### src/rtl/hazard_pkg.sv
// Shared types, encodings and opcode decode for the pipeline hazard controller.
package hazard_pkg;

  localparam int unsigned RegIdxW = 4;
  localparam int unsigned OpW     = 4;

  localparam logic [OpW-1:0] OP_ADD    = 4'b1100;
  localparam logic [OpW-1:0] OP_LW     = 4'b0100;
  localparam logic [OpW-1:0] OP_SW     = 4'b0011;
  localparam logic [OpW-1:0] OP_BRANCH = 4'b0010;

  localparam logic [1:0] FWD_REGFILE = 2'b00;
  localparam logic [1:0] FWD_MEM     = 2'b01;
  localparam logic [1:0] FWD_WB      = 2'b10;

  typedef enum logic [1:0] {StRun, StStall, StFlush} state_e;

  typedef struct packed {
    logic               valid_wr;
    logic [RegIdxW-1:0] dest;
    logic               is_load;
  } slot_t;

  // Every opcode with bit 3 set is an ALU op (ADD included).
  function automatic logic writes_reg(input logic [OpW-1:0] op);
    return op[3] | (op == OP_LW);
  endfunction

  function automatic logic is_load(input logic [OpW-1:0] op);
    return op == OP_LW;
  endfunction

  function automatic logic uses_a(input logic [OpW-1:0] op);
    return op[3] | (op == OP_LW) | (op == OP_SW) | (op == OP_BRANCH);
  endfunction

  function automatic logic uses_b(input logic [OpW-1:0] op);
    return op[3] | (op == OP_SW) | (op == OP_BRANCH);
  endfunction

endpackage

### src/rtl/hazard_fwd_ctrl_slot_pipe.sv
// Three-deep EX/MEM/WB destination tracking pipe; a bubble replaces the EX entry.
module hazard_slot_pipe
  import hazard_pkg::*;
(
  input  logic  i_clk,
  input  logic  i_rst,
  input  logic  i_bubble,
  input  slot_t i_id_slot,
  output slot_t o_ex_slot,
  output slot_t o_mem_slot,
  output slot_t o_wb_slot
);

  slot_t r_ex;
  slot_t r_mem;
  slot_t r_wb;

  always_ff @(posedge i_clk) begin
    if (i_rst) begin
      r_ex  <= '0;
      r_mem <= '0;
      r_wb  <= '0;
    end else begin
      r_wb  <= r_mem;
      r_mem <= r_ex;
      r_ex  <= i_bubble ? '0 : i_id_slot;
    end
  end

  assign o_ex_slot  = r_ex;
  assign o_mem_slot = r_mem;
  assign o_wb_slot  = r_wb;

endmodule

### src/rtl/hazard_fwd_ctrl.sv
// Forwarding select, load-use stall and branch flush control for the EX stage.
// Define HAZARD_FWD_EX_FWD_EN to forward MEM-stage ALU results (select 01).
module hazard_fwd_ctrl
  import hazard_pkg::*;
#(
  parameter int unsigned REG_INDEX_BIT_WIDTH = 4,
  parameter int unsigned OPCODE_WIDTH        = 4,
  parameter int unsigned BRANCH_PENALTY      = 2
) (
  input  logic                           i_clk,
  input  logic                           i_rst,
  input  logic                           i_id_valid,
  input  logic [OPCODE_WIDTH-1:0]        i_id_opcode,
  input  logic [REG_INDEX_BIT_WIDTH-1:0] i_id_src_a,
  input  logic [REG_INDEX_BIT_WIDTH-1:0] i_id_src_b,
  input  logic [REG_INDEX_BIT_WIDTH-1:0] i_id_dest,
  input  logic                           i_ex_branch_taken,
  output logic                           o_stall,
  output logic                           o_flush,
  output logic [1:0]                     o_fwd_sel_a,
  output logic [1:0]                     o_fwd_sel_b
);

  localparam logic [2:0] CntLoad = 3'(BRANCH_PENALTY - 1);

  state_e     r_state;
  logic [2:0] r_cnt;
  logic [1:0] r_fwd_a;
  logic [1:0] r_fwd_b;

  slot_t w_id_slot;
  slot_t w_ex_slot;
  slot_t w_mem_slot;
  logic  w_uses_a, w_uses_b;
  logic  w_ex_a, w_ex_b, w_mem_a, w_mem_b;
  logic  w_hazard, w_flush, w_stall, w_bubble;
  logic [1:0] w_sel_a, w_sel_b;

  always_comb begin
    w_id_slot.valid_wr = i_id_valid & writes_reg(i_id_opcode);
    w_id_slot.dest     = i_id_dest;
    w_id_slot.is_load  = i_id_valid & is_load(i_id_opcode);
  end

  hazard_slot_pipe u_slot_pipe (
    .i_clk      (i_clk),
    .i_rst      (i_rst),
    .i_bubble   (w_bubble),
    .i_id_slot  (w_id_slot),
    .o_ex_slot  (w_ex_slot),
    .o_mem_slot (w_mem_slot),
    .o_wb_slot  ()
  );

  assign w_uses_a = i_id_valid & uses_a(i_id_opcode);
  assign w_uses_b = i_id_valid & uses_b(i_id_opcode);
  assign w_ex_a   = w_uses_a & w_ex_slot.valid_wr & (w_ex_slot.dest == i_id_src_a);
  assign w_ex_b   = w_uses_b & w_ex_slot.valid_wr & (w_ex_slot.dest == i_id_src_b);
  assign w_mem_a  = w_uses_a & w_mem_slot.valid_wr & (w_mem_slot.dest == i_id_src_a);
  assign w_mem_b  = w_uses_b & w_mem_slot.valid_wr & (w_mem_slot.dest == i_id_src_b);

`ifdef HAZARD_FWD_EX_FWD_EN
  assign w_hazard = (w_ex_a | w_ex_b) & w_ex_slot.is_load;
  assign w_sel_a  = w_ex_a ? FWD_MEM : (w_mem_a ? FWD_WB : FWD_REGFILE);
  assign w_sel_b  = w_ex_b ? FWD_MEM : (w_mem_b ? FWD_WB : FWD_REGFILE);
`else
  // Without EX forwarding any EX-slot producer must drain one stage first.
  assign w_hazard = w_ex_a | w_ex_b;
  assign w_sel_a  = w_mem_a ? FWD_WB : FWD_REGFILE;
  assign w_sel_b  = w_mem_b ? FWD_WB : FWD_REGFILE;
`endif

  assign w_flush  = i_ex_branch_taken | (r_state == StFlush);
  assign w_stall  = w_hazard & ~w_flush;
  assign w_bubble = w_stall | w_flush;

  always_ff @(posedge i_clk) begin
    if (i_rst) begin
      r_state <= StRun;
      r_cnt   <= '0;
      r_fwd_a <= FWD_REGFILE;
      r_fwd_b <= FWD_REGFILE;
    end else begin
      r_fwd_a <= w_bubble ? FWD_REGFILE : w_sel_a;
      r_fwd_b <= w_bubble ? FWD_REGFILE : w_sel_b;
      if (i_ex_branch_taken) begin
        // The taken cycle itself is the first flush cycle.
        if (BRANCH_PENALTY > 1) begin
          r_state <= StFlush;
          r_cnt   <= CntLoad;
        end else begin
          r_state <= StRun;
          r_cnt   <= '0;
        end
      end else begin
        unique case (r_state)
          StFlush: begin
            if (r_cnt <= 3'd1) begin
              r_state <= StRun;
              r_cnt   <= '0;
            end else begin
              r_cnt <= r_cnt - 3'd1;
            end
          end
          StStall: r_state <= StRun;
          default: if (w_stall) r_state <= StStall;
        endcase
      end
    end
  end

  assign o_stall     = w_stall;
  assign o_flush     = w_flush;
  assign o_fwd_sel_a = r_fwd_a;
  assign o_fwd_sel_b = r_fwd_b;

endmodule

### config.mk
export PLATFORM = sky130hd
export DESIGN_NAME = hazard_fwd_ctrl
export DESIGN_NICKNAME = d
export VERILOG_FILES = /design/src/rtl/hazard_pkg.sv /design/src/rtl/hazard_fwd_ctrl_slot_pipe.sv /design/src/rtl/hazard_fwd_ctrl.sv
export SDC_FILE = /design/constraint.sdc
export NUM_CORES = 1
export LEC_CHECK = 0
export ABC_AREA = 1
export CELL_PAD_IN_SITES_DETAIL_PLACEMENT = 0
export CELL_PAD_IN_SITES_GLOBAL_PLACEMENT = 1
export CORE_UTILIZATION = 30
export DETAILED_ROUTE_END_ITERATION = 8
export GPL_ROUTABILITY_DRIVEN = 0
export PLACE_DENSITY_LB_ADDON = 0.12
export SYNTH_ARGS = -nofsm -noshare
export SYNTH_HDL_FRONTEND = slang
export SYNTH_HIERARCHICAL = 1
export SYNTH_SLANG_ARGS = --single-unit
### constraint.sdc
create_clock -name i_clk -period 1.8 [get_ports i_clk]
set_clock_uncertainty 0.2 [all_clocks]
set_input_delay 0.45 -clock i_clk [delete_from_list [all_inputs] [get_ports i_clk]]
set_output_delay 0.45 -clock i_clk [all_outputs]
set_load 0.01 [all_outputs]
After elaboration in Yosys (flattened, before gate mapping) --
Cells that the tools add are included.
Cells by class: bitwise gates (word level) 21, mux-type cells 9, reduce and logical (&&, ||, !) cells 7, eq/ne operators 11, add/subtract/negate cells 1, order comparisons 1
Operator list (number):
- $eq A4 B4 Y1 | 4
- $and A1 B1 Y1 | 12
- $mux W2 | 5
- $eq A4 B2 Y1 const B | 2
- $or A1 B1 Y1 | 8
- $eq A4 B3 Y1 const B | 1
- $pmux W2 S2 | 1
- $reduce_and A2 Y1 | 2
- $reduce_bool A4 Y1 | 1
- $reduce_or A2 Y1 | 2
- $le A3 B1 Y1 const B | 1
- $mux W3 | 1
- $ne A3 B2 Y1 const B | 1
- $reduce_bool A3 Y1 | 1
- $sub A3 B1 Y3 const B | 1
- $eq A2 B1 Y1 const B | 1
- $eq A2 B2 Y1 const B | 1
- $mux W1 | 2
- $ne A2 B1 Y1 const B | 1
- $reduce_bool A2 Y1 | 1
- $not A1 Y1 | 1
Word-level totals: flip-flop bits (word level) 19, output and inout port bits 6

Depth between registers and ports, before layout --
Gate-level depths: netlist of run 1.
depth after elaboration 12, depth in mapped cells 12, gate-level depth less buffers 12

By module --
The synthesis of run 1 kept the hierarchy.
Modules (own cells, without submodules):
- hazard_fwd_ctrl | seq. area each 140.1 µm², instances 1, cells an instance 119, area an instance 737.0 µm²
- hazard_slot_pipe | seq. area each 360.3 µm², instances 1, cells an instance 58, area an instance 520.5 µm²

Worst setup path before layout of run 1 --
Ideal clock, no wire load.
path kind input to output, start input port i_id_src_a[0], end output port o_stall, stages on the path 7, path slack 0.105 ns, data arrival time 1.045 ns, required time 1.150 ns, buffers on the path 0, cell sequence inv_1 -> nor2_1 -> nor3b_2 -> nand3_2 -> nand2_2 -> nand2_2 -> inv_1
On the way: longest elaborated chain between the ends 4
RTL lines:
- from (decl) | RTL line hazard_fwd_ctrl.sv:14 | input logic [REG_INDEX_BIT_WIDTH-1:0] i_id_src_a,
- $eq A4 B4 Y1 | RTL line hazard_fwd_ctrl.sv:57 | assign w_ex_a = w_uses_a & w_ex_slot.valid_wr & (w_ex_slot.dest == i_id_src_a);
- $and A1 B1 Y1 | RTL line hazard_fwd_ctrl.sv:57
- $or A1 B1 Y1 | RTL line hazard_fwd_ctrl.sv:68 | assign w_hazard = w_ex_a | w_ex_b;
- $and A1 B1 Y1 | RTL line hazard_fwd_ctrl.sv:74 | assign w_stall = w_hazard & ~w_flush;
- to (decl) | RTL line hazard_fwd_ctrl.sv:18 | output logic o_stall,
No other way between the ends.

Final worst setup path of run 1 --
start input port i_id_src_a[1], end output port o_stall
Same word-level chain as after synthesis.

==> results, run 1 <==
- After legalization and detailed placement, the total HPWL measured 1.85 mm.
- Synthesis handed over a netlist of 152 instances.
- Dividing the synthesized area by the synthesized cell count gives 6.80 um2.
- The via count of the first global-routing pass is 1050.
- Once placement completed, the tool counted placed cells totaling 233.
- Buffers inserted during clock tree synthesis total 3.
- Traced cell by cell, the critical path runs through clkdlybuf4s15_1 > inv_2 > nor2_2 > nor3b_2 > nand3_2 > nand2_2 > nand2_2 > inv_2 > buf_6.
- The worst register-to-register path ends at r_state[0]$_SDFFE_PP0P_.
- STA classifies the critical path startpoint as a primary input.
- The maximum clock rate is 506 MHz.
- The clock insertion delay at the later pin of the skew report is 280 ps.
- For this block, the routed nets add up to 2.54 mm of wire.
- The start-to-end type of the worst setup path is primary input to primary output.
- The kind of cell with the highest combined delay along the critical path is simple AND/OR/NAND/NOR gates.
- The worst path uses 110% of the clock period.
- Clock tree synthesis selected as its root buffer the cell clkbuf_4.
- The number of filler cells placed in the layout is 317.
- The number of sinks on the clock net is 17.
- After layout, the minimum clock period comes to 1970 ps.
- The average wire per cell in the routed design is 9.91 um.
- The highest fanout seen on the critical path is 3.
- The startpoint of the worst register-to-register path is r_cnt[1]$_SDFFE_PP0P_.
- The number of endpoints with negative hold slack in the final report was 0.
- Entering global routing, the biggest net connects 10 pins.
- The slack of the worst reg-to-reg path is about 190 ps.
- Setup violations remaining at the end of the flow were counted as 2.
- At the worst endpoint, the required time is approximately 1200 ps.
- After detailed routing, the number of vias per cell comes to 4.27.
- During placement, the flow inserted port buffers numbering 23.
- The first element of the critical path is i_id_src_a[1].
- The area of the die is 0.00368 mm2.
- After detailed routing, the number of remaining DRC violations is 0.
- STA classifies the critical path endpoint as a primary output.
- The final net count is 237.
- The count of non-filler cells in the finished layout is 256.
- After clock tree synthesis, the clock-pin slew on the worst setup and hold paths is approximately 90 ps.
- The total power per unit cell area is 518 mW/mm2.
- Across the run, the number of max-cap violations was 0.
- The first global-routing pass estimated 4.31 mm of wire.
- The top-level I/O count is 26.
- Setup repair after global routing could not meet its margin everywhere.
- The global router's overall resource usage is 16.1%.
- The run finished, with violations left.
- The leakage power figure is between 0.0008 and 0.0009 uW.
- The final worst slack is -175 ps.
- The worst slack at placement is -917 ps.
- The final reports fail on negative setup slack.
- Together, buffers and inverters on the worst path number 4.
- In this run the number of cells on the critical path is 9.
- The most critical setup path has its endpoint at o_stall.
- The die outline width is 60.7 um.
- In this run the worst hold path is classified as flip-flop to flip-flop.
- The count of H-tree levels built during CTS is 1.
- The worst ir drop on vdd is 0.247 mV.
- Summed over all layers, the global routing overflow is 0.
- On the worst path, the slowest cell contributes a delay of about 190 ps.
- The number of search-and-repair iterations in the first detailed-routing pass is 4.
- The number of max-slew violations in the final report is 0.
- From bottom edge to top edge, the die measures 60.7 um.
- The count of standard-cell rows is 20.
- In this run the deepest clock path goes through 2 buffers.
- The repair_antennas step left the layout with diodes totalling 0.
- The placeable core region is 0.00315 mm2.
- The number of antenna violations at the first check in global routing was 0.
- The total vias in the final route is 1092.
- The cell with the biggest individual delay on the critical path is nor3b_2.
- STA puts the critical path data arrival time at between 1000 and 1500 ps.
- The netlist area before placement is roughly 0.0010 mm2.
- The number of buffers inserted for hold repair after clock tree synthesis is 0.
- During synthesis, Yosys emitted a total of 6 warnings.
- TritonCTS built the clock tree.
- The ratio of cells with drive above 1 in the final layout is 41.0%.
- Compared with the post-synthesis result, the final layout area differs by 54.6%.
- The final antenna-violating net count is 0.
- The effective utilization at floorplan is about a third.
- The number of cells on the worst reg-to-reg path is 7.
- For this block, the initial DRC count from the detailed router was 28.
==> how the worst min path moves through the flow <==
stage                                              startpoint                                    to  slack, ps  depth (start not counted)
final                     u_slot_pipe/o_ex_slot[5]$_SDFF_PP0_  u_slot_pipe/o_mem_slot[5]$_SDFF_PP0_        250                          2
after global routing      u_slot_pipe/o_ex_slot[5]$_SDFF_PP0_  u_slot_pipe/o_mem_slot[5]$_SDFF_PP0_        260                          2
after CTS                 u_slot_pipe/o_ex_slot[5]$_SDFF_PP0_  u_slot_pipe/o_mem_slot[5]$_SDFF_PP0_        240                          2
after detailed placement  u_slot_pipe/o_ex_slot[5]$_SDFF_PP0_  u_slot_pipe/o_mem_slot[5]$_SDFF_PP0_        230                          2
after global placement    u_slot_pipe/o_ex_slot[5]$_SDFF_PP0_  u_slot_pipe/o_mem_slot[5]$_SDFF_PP0_        240                          2
after floorplan           u_slot_pipe/o_ex_slot[5]$_SDFF_PP0_  u_slot_pipe/o_mem_slot[5]$_SDFF_PP0_        210                          2
==> layout make-up <==
class                   instances  area, um2  share of cell area (%)
well taps                      44       55.1                    3.45
repair buffers                 59        467                    29.2
clock buffers                   4       26.3                    1.64
flip-flops and latches         17        348                    21.8
multi-input cells              97        571                    35.7
inverters                      35        131                    8.22
==> through the flow <==
| step | total power (uW) | TNS (ps) | area, um2 | hold slack, ps | utilization, % |
|---|---|---|---|---|---|
| after floorplan | 510 | 0 | 1040 | 209 | - |
| after global placement | 605 | -3990 | 1420 | 236 | 45.0 |
| after detailed placement | 606 | -3900 | 1420 | 228 | 45.0 |
| after CTS | 828 | -261 | 1570 | 242 | 49.7 |
| after global routing | 885 | -348 | 1600 | 265 | 50.7 |
| final | 827 | -176 | 1600 | 253 | 50.7 |
==> what timing repair did <==
action | 4_1_cts | 5_1_grt
pin swaps | 14 | 14
hold endpoints to repair | 0 | 0
setup buffers | 18 | 2
setup endpoints to repair | 5 | 4
gates resized for setup | 54 | 20
==> worst min-delay path, stage by stage, from the launching register on <==
cell     delay, ps
dfxtp_2        340
inv_1           50
nor2_1          30
==> routing by layer <==
layer  up-vias  share of wire [%]  track usage (%)
met5         -                  0                0
met4         0               0.75             6.49
met2        22                 48             27.3
met1       485                 46             20.0
li1        583                  -                -
met3         2                4.8             2.99
==> placed cells by master, fill, tap and decap left out, types with 2 or more instances in the layout <==
cell,instances
nand2_1,29
o21ai_1,2
o21ai_2,2
clkdlybuf4s15_1,5
clkbuf_2,4
buf_2,3
inv_2,9
nor2_4,2
nand4_1,2
xor2_1,2
clkbuf_4,3
dfxtp_2,6
nor2_1,18
ha_1,3
clkdlybuf4s50_1,5
buf_4,36
nand2_2,5
o21ai_0,3
buf_6,2
a21oi_1,2
nand3_2,3
conb_1,2
nor2_2,4
nand3_1,5
inv_1,26
nor4_2,2
dlygate4sd2_1,3
dfxtp_1,11
==> where the power goes <==
| part | internal [uW] | switching (uW) |
|---|---|---|
| combinational | 122 | 106 |
| clock | 85.9 | 110 |
| sequential | 390 | 13.1 |
| total | 598 | 229 |
==> registers in the layout, summed over array words and instances (netlist names) <==
name                    count
o_fwd_sel_b                 1
o_fwd_sel_a                 1
u_slot_pipe/o_mem_slot      5
u_slot_pipe/o_ex_slot       5
r_cnt                       3
r_state                     2
Power figures use the tool's default switching activity.
==> run 2, diff against run 1 <==
Settings changed: CORE_ASPECT_RATIO from default to 0.8, CORE_UTILIZATION 30 to 36.
==> results, run 2 (same netlist as run 1, synthesis figures left out) <==
- The worst reg2reg path depth is 7 (unchanged).
- The share of the cycle needed by the critical path after routing is 110% (about the same).
- The ratio of cells with drive above 1 in the final layout is 33.0% (-8.1 points).
- The minimum clock period came to 1980 ps (+1.76 ps).
- The number of endpoints with negative hold slack in the final report is 0 (unchanged).
- The count of inserted antenna diode cells is 0 (unchanged).
- The end point of the critical path is o_stall.
- The number of instances in the placed design was 218 (-6.4%).
- The highest fanout seen on the critical path came to 2 (-1).
- The count of H-tree levels built during CTS is 1 (unchanged).
- The setup path with the least slack is of type primary input to primary output.
- The CTS tree is built.
- The number of search-and-repair iterations in the first detailed-routing pass is 4 (unchanged).
- The average wire per cell in the routed design is 9.74 um (-1.8%).
- The count of non-filler cells in the finished layout is 224 (-13%).
- The final worst slack was -177 ps (-1.76 ps).
- The worst ir drop on vdd is 0.315 mV (+27%).
- The global router's overall resource usage came to 17.2% (+1.1 points).
- The sum of routed wire length over all layers came to 2.18 mm (-14%).
- The final net count is 213 (-10%).
- The top cell types in the final layout, fill and taps aside, are nand2_1, inv_1, nor2_1, buf_4.
- The top-level I/O count is 26 (unchanged).
- The met3 layer wire length in the routed design came to 106 um (-12%).
- The area of the die came to 0.00309 mm2 (-16%).
- The effective utilization at floorplan is 40.0% (+7.2 points).
- The count of standard-cell rows came to 16 (-20%).
- The slack of the worst reg-to-reg path is 170 ps (-20 ps).
- The placeable core region is 0.00258 mm2 (-18%).
- The tree is rooted in a clkbuf_4.
- The post-layout instance area is 0.00142 mm2 (-11%).
- The CTS buffer count is 3 (unchanged).
- The via count of the first global-routing pass is 962 (-8.4%).
- The first element of the critical path is i_id_opcode[1].
- The first-pass GRT wire length is 3.90 mm (-9.6%).
- The total power per unit cell area came to 562 mW/mm2 (+8.6%).
- STA classifies the critical path startpoint as a primary input.
- The reg-to-reg critical path endpoint is r_state[0]$_SDFFE_PP0P_.
- The total placed instance area is 0.00136 mm2 (-4.4%).
- The count of maximum capacitance violations came to 0 (unchanged).
- The startpoint of the worst register-to-register path is r_cnt[1]$_SDFFE_PP0P_.
- The total vias in the final route is 975 (-11%).
- The area of combinational cells with multiple inputs is 566 um2 (-0.88%).
- The leading cell type in the layout, fill and taps excluded is nand2_1.
- The uppermost signal routing layer after detailed routing is met4.
- The die outline height is 49.9 um (-18%).
- The required time at the endpoint of the critical path is 1150 ps (about the same).
- The number of remaining DRC errors is 0 (unchanged).
- The final antenna-violating net count is 0 (unchanged).
- The checks that failed: negative setup slack.
- The number of filler cells placed in the layout is 247 (-22%).
- The number of max-slew violations in the final report is 0 (unchanged).
- The die outline width is 61.9 um (+2.0%).
- The number of antenna violations at the first check in global routing is 0 (unchanged).
- The sum of overflow across all layers after global routing was 0 (unchanged).
- The wire length on met2 is 869 um (-29%).
- The via density per instance was 4.35 (+2.0%).
- The clock insertion delay at the later pin of the skew report is 290 ps (about the same).
- The maximum root-to-sink buffer count came to 2 (unchanged).
- The count of input and output buffers came to 23 (unchanged).
- The detailed placer's ending HPWL is 1.78 mm (-3.9%).
- The number of design-rule violations left by the first detailed-router iteration is 18 (-36%).
- The total setup violations reported at the end of the flow is 1 (-1).
- The register cell area after layout came to 348 um2 (unchanged).
- The sort of element at the end of the critical path is a primary output.
- The run finished, with violations left.
- The maximum clock rate is 506 MHz (about the same).
- The path class of the tightest hold or removal check is flip-flop to flip-flop.
- The leakage power figure is 0.000699 uW (-13%).
- The data arrival at the endpoint of the critical path came to 1330 ps (about the same).
- The maximum number of pins on one net before global-route repair is 12 (+2).
- The area growth from synthesis to final layout is 37.2%.
- The detailed-routing wirelength on met1 was 1.20 mm (+2.3%).
- The number of buffers inserted for hold repair after clock tree synthesis is 0 (unchanged).
- The number of sinks on the clock net was 17 (unchanged).
- The final-layout setup total negative slack is -177 ps (-0.700 ps).
- Setup repair after global routing could not meet its margin everywhere.
- The clock transition at the registers of the reported paths is 100 ps (about the same).
run 2: cell count changes in the layout (fill, tap and decap cells not counted), sizes merged:
cell / previous run / this run
clkdlybuf4s15: 5 / 6
clkinvlp: 0 / 1
dlygate4sd2: 3 / 4
clkbuf: 8 / 5
dlymetal6s2s: 1 / 2
buf: 41 / 16
run 2: cell type report:
type / instances / share of cell area (%)
clock buffer: 3 / 1.59
sequential: 17 / 24.5
multi-input combinational: 97 / 39.9
inverter: 35 / 9.27
tap: 36 / 3.18
clock inverter: 1 / 0.530
timing repair buffer: 35 / 21.0
run 2: worst min-delay path by stage:
stage / cells past startpoint / slack [ps] / to / from
final: 2 / 260 / u_slot_pipe/o_mem_slot[3]$_SDFF_PP0_ / u_slot_pipe/o_ex_slot[3]$_SDFF_PP0_
after global routing: 2 / 290 / u_slot_pipe/o_mem_slot[3]$_SDFF_PP0_ / u_slot_pipe/o_ex_slot[3]$_SDFF_PP0_
after CTS: 2 / 270 / u_slot_pipe/o_mem_slot[3]$_SDFF_PP0_ / u_slot_pipe/o_ex_slot[3]$_SDFF_PP0_
after detailed placement: 2 / 230 / u_slot_pipe/o_mem_slot[5]$_SDFF_PP0_ / u_slot_pipe/o_ex_slot[5]$_SDFF_PP0_
after global placement: 2 / 230 / u_slot_pipe/o_mem_slot[5]$_SDFF_PP0_ / u_slot_pipe/o_ex_slot[5]$_SDFF_PP0_
after floorplan: 2 / 210 / u_slot_pipe/o_mem_slot[5]$_SDFF_PP0_ / u_slot_pipe/o_ex_slot[5]$_SDFF_PP0_
run 2: where the power goes:
part / internal, uW / total, uW / switching [uW]
Sequential: 391 / 404 / 13.5
Combinational: 88.3 / 184 / 96.2
Clock: 84.4 / 208 / 124
Total: 563 / 797 / 233
run 2: repair_timing:
action	in CTS	in global routing
pin swaps	13	8
buffers inserted	2	0
gates resized for setup	53	14
endpoints found under the setup margin	2	5
run 2: critical path, cell delays in order:
cell and delay, ps:
dlygate4sd2_1 250, nor2_2 90, nand3_2 90, nand3_2 90, nand3_2 80, nand2_2 80, nand2_2 60, inv_2 50
buf_6 90
run 2: metrics by stage:
stage | setup slack, ps | power, uW | util [%] | hold slack (ps)
floorplan | 105 | 510 | - | 209
global placement | -915 | 592 | 52.5 | 233
detailed placement | -939 | 595 | 52.5 | 235
CTS | -199 | 800 | 54.2 | 265
global route | -272 | 856 | 54.9 | 285
finish | -177 | 797 | 54.9 | 263
run 2: metal layers:
layer / vias up / GRT usage, %
li1: 533 / -
met1: 421 / 24.9
met2: 19 / 25.8
met3: 2 / 4.72
met4: 0 / 2.22
met5: - / 0
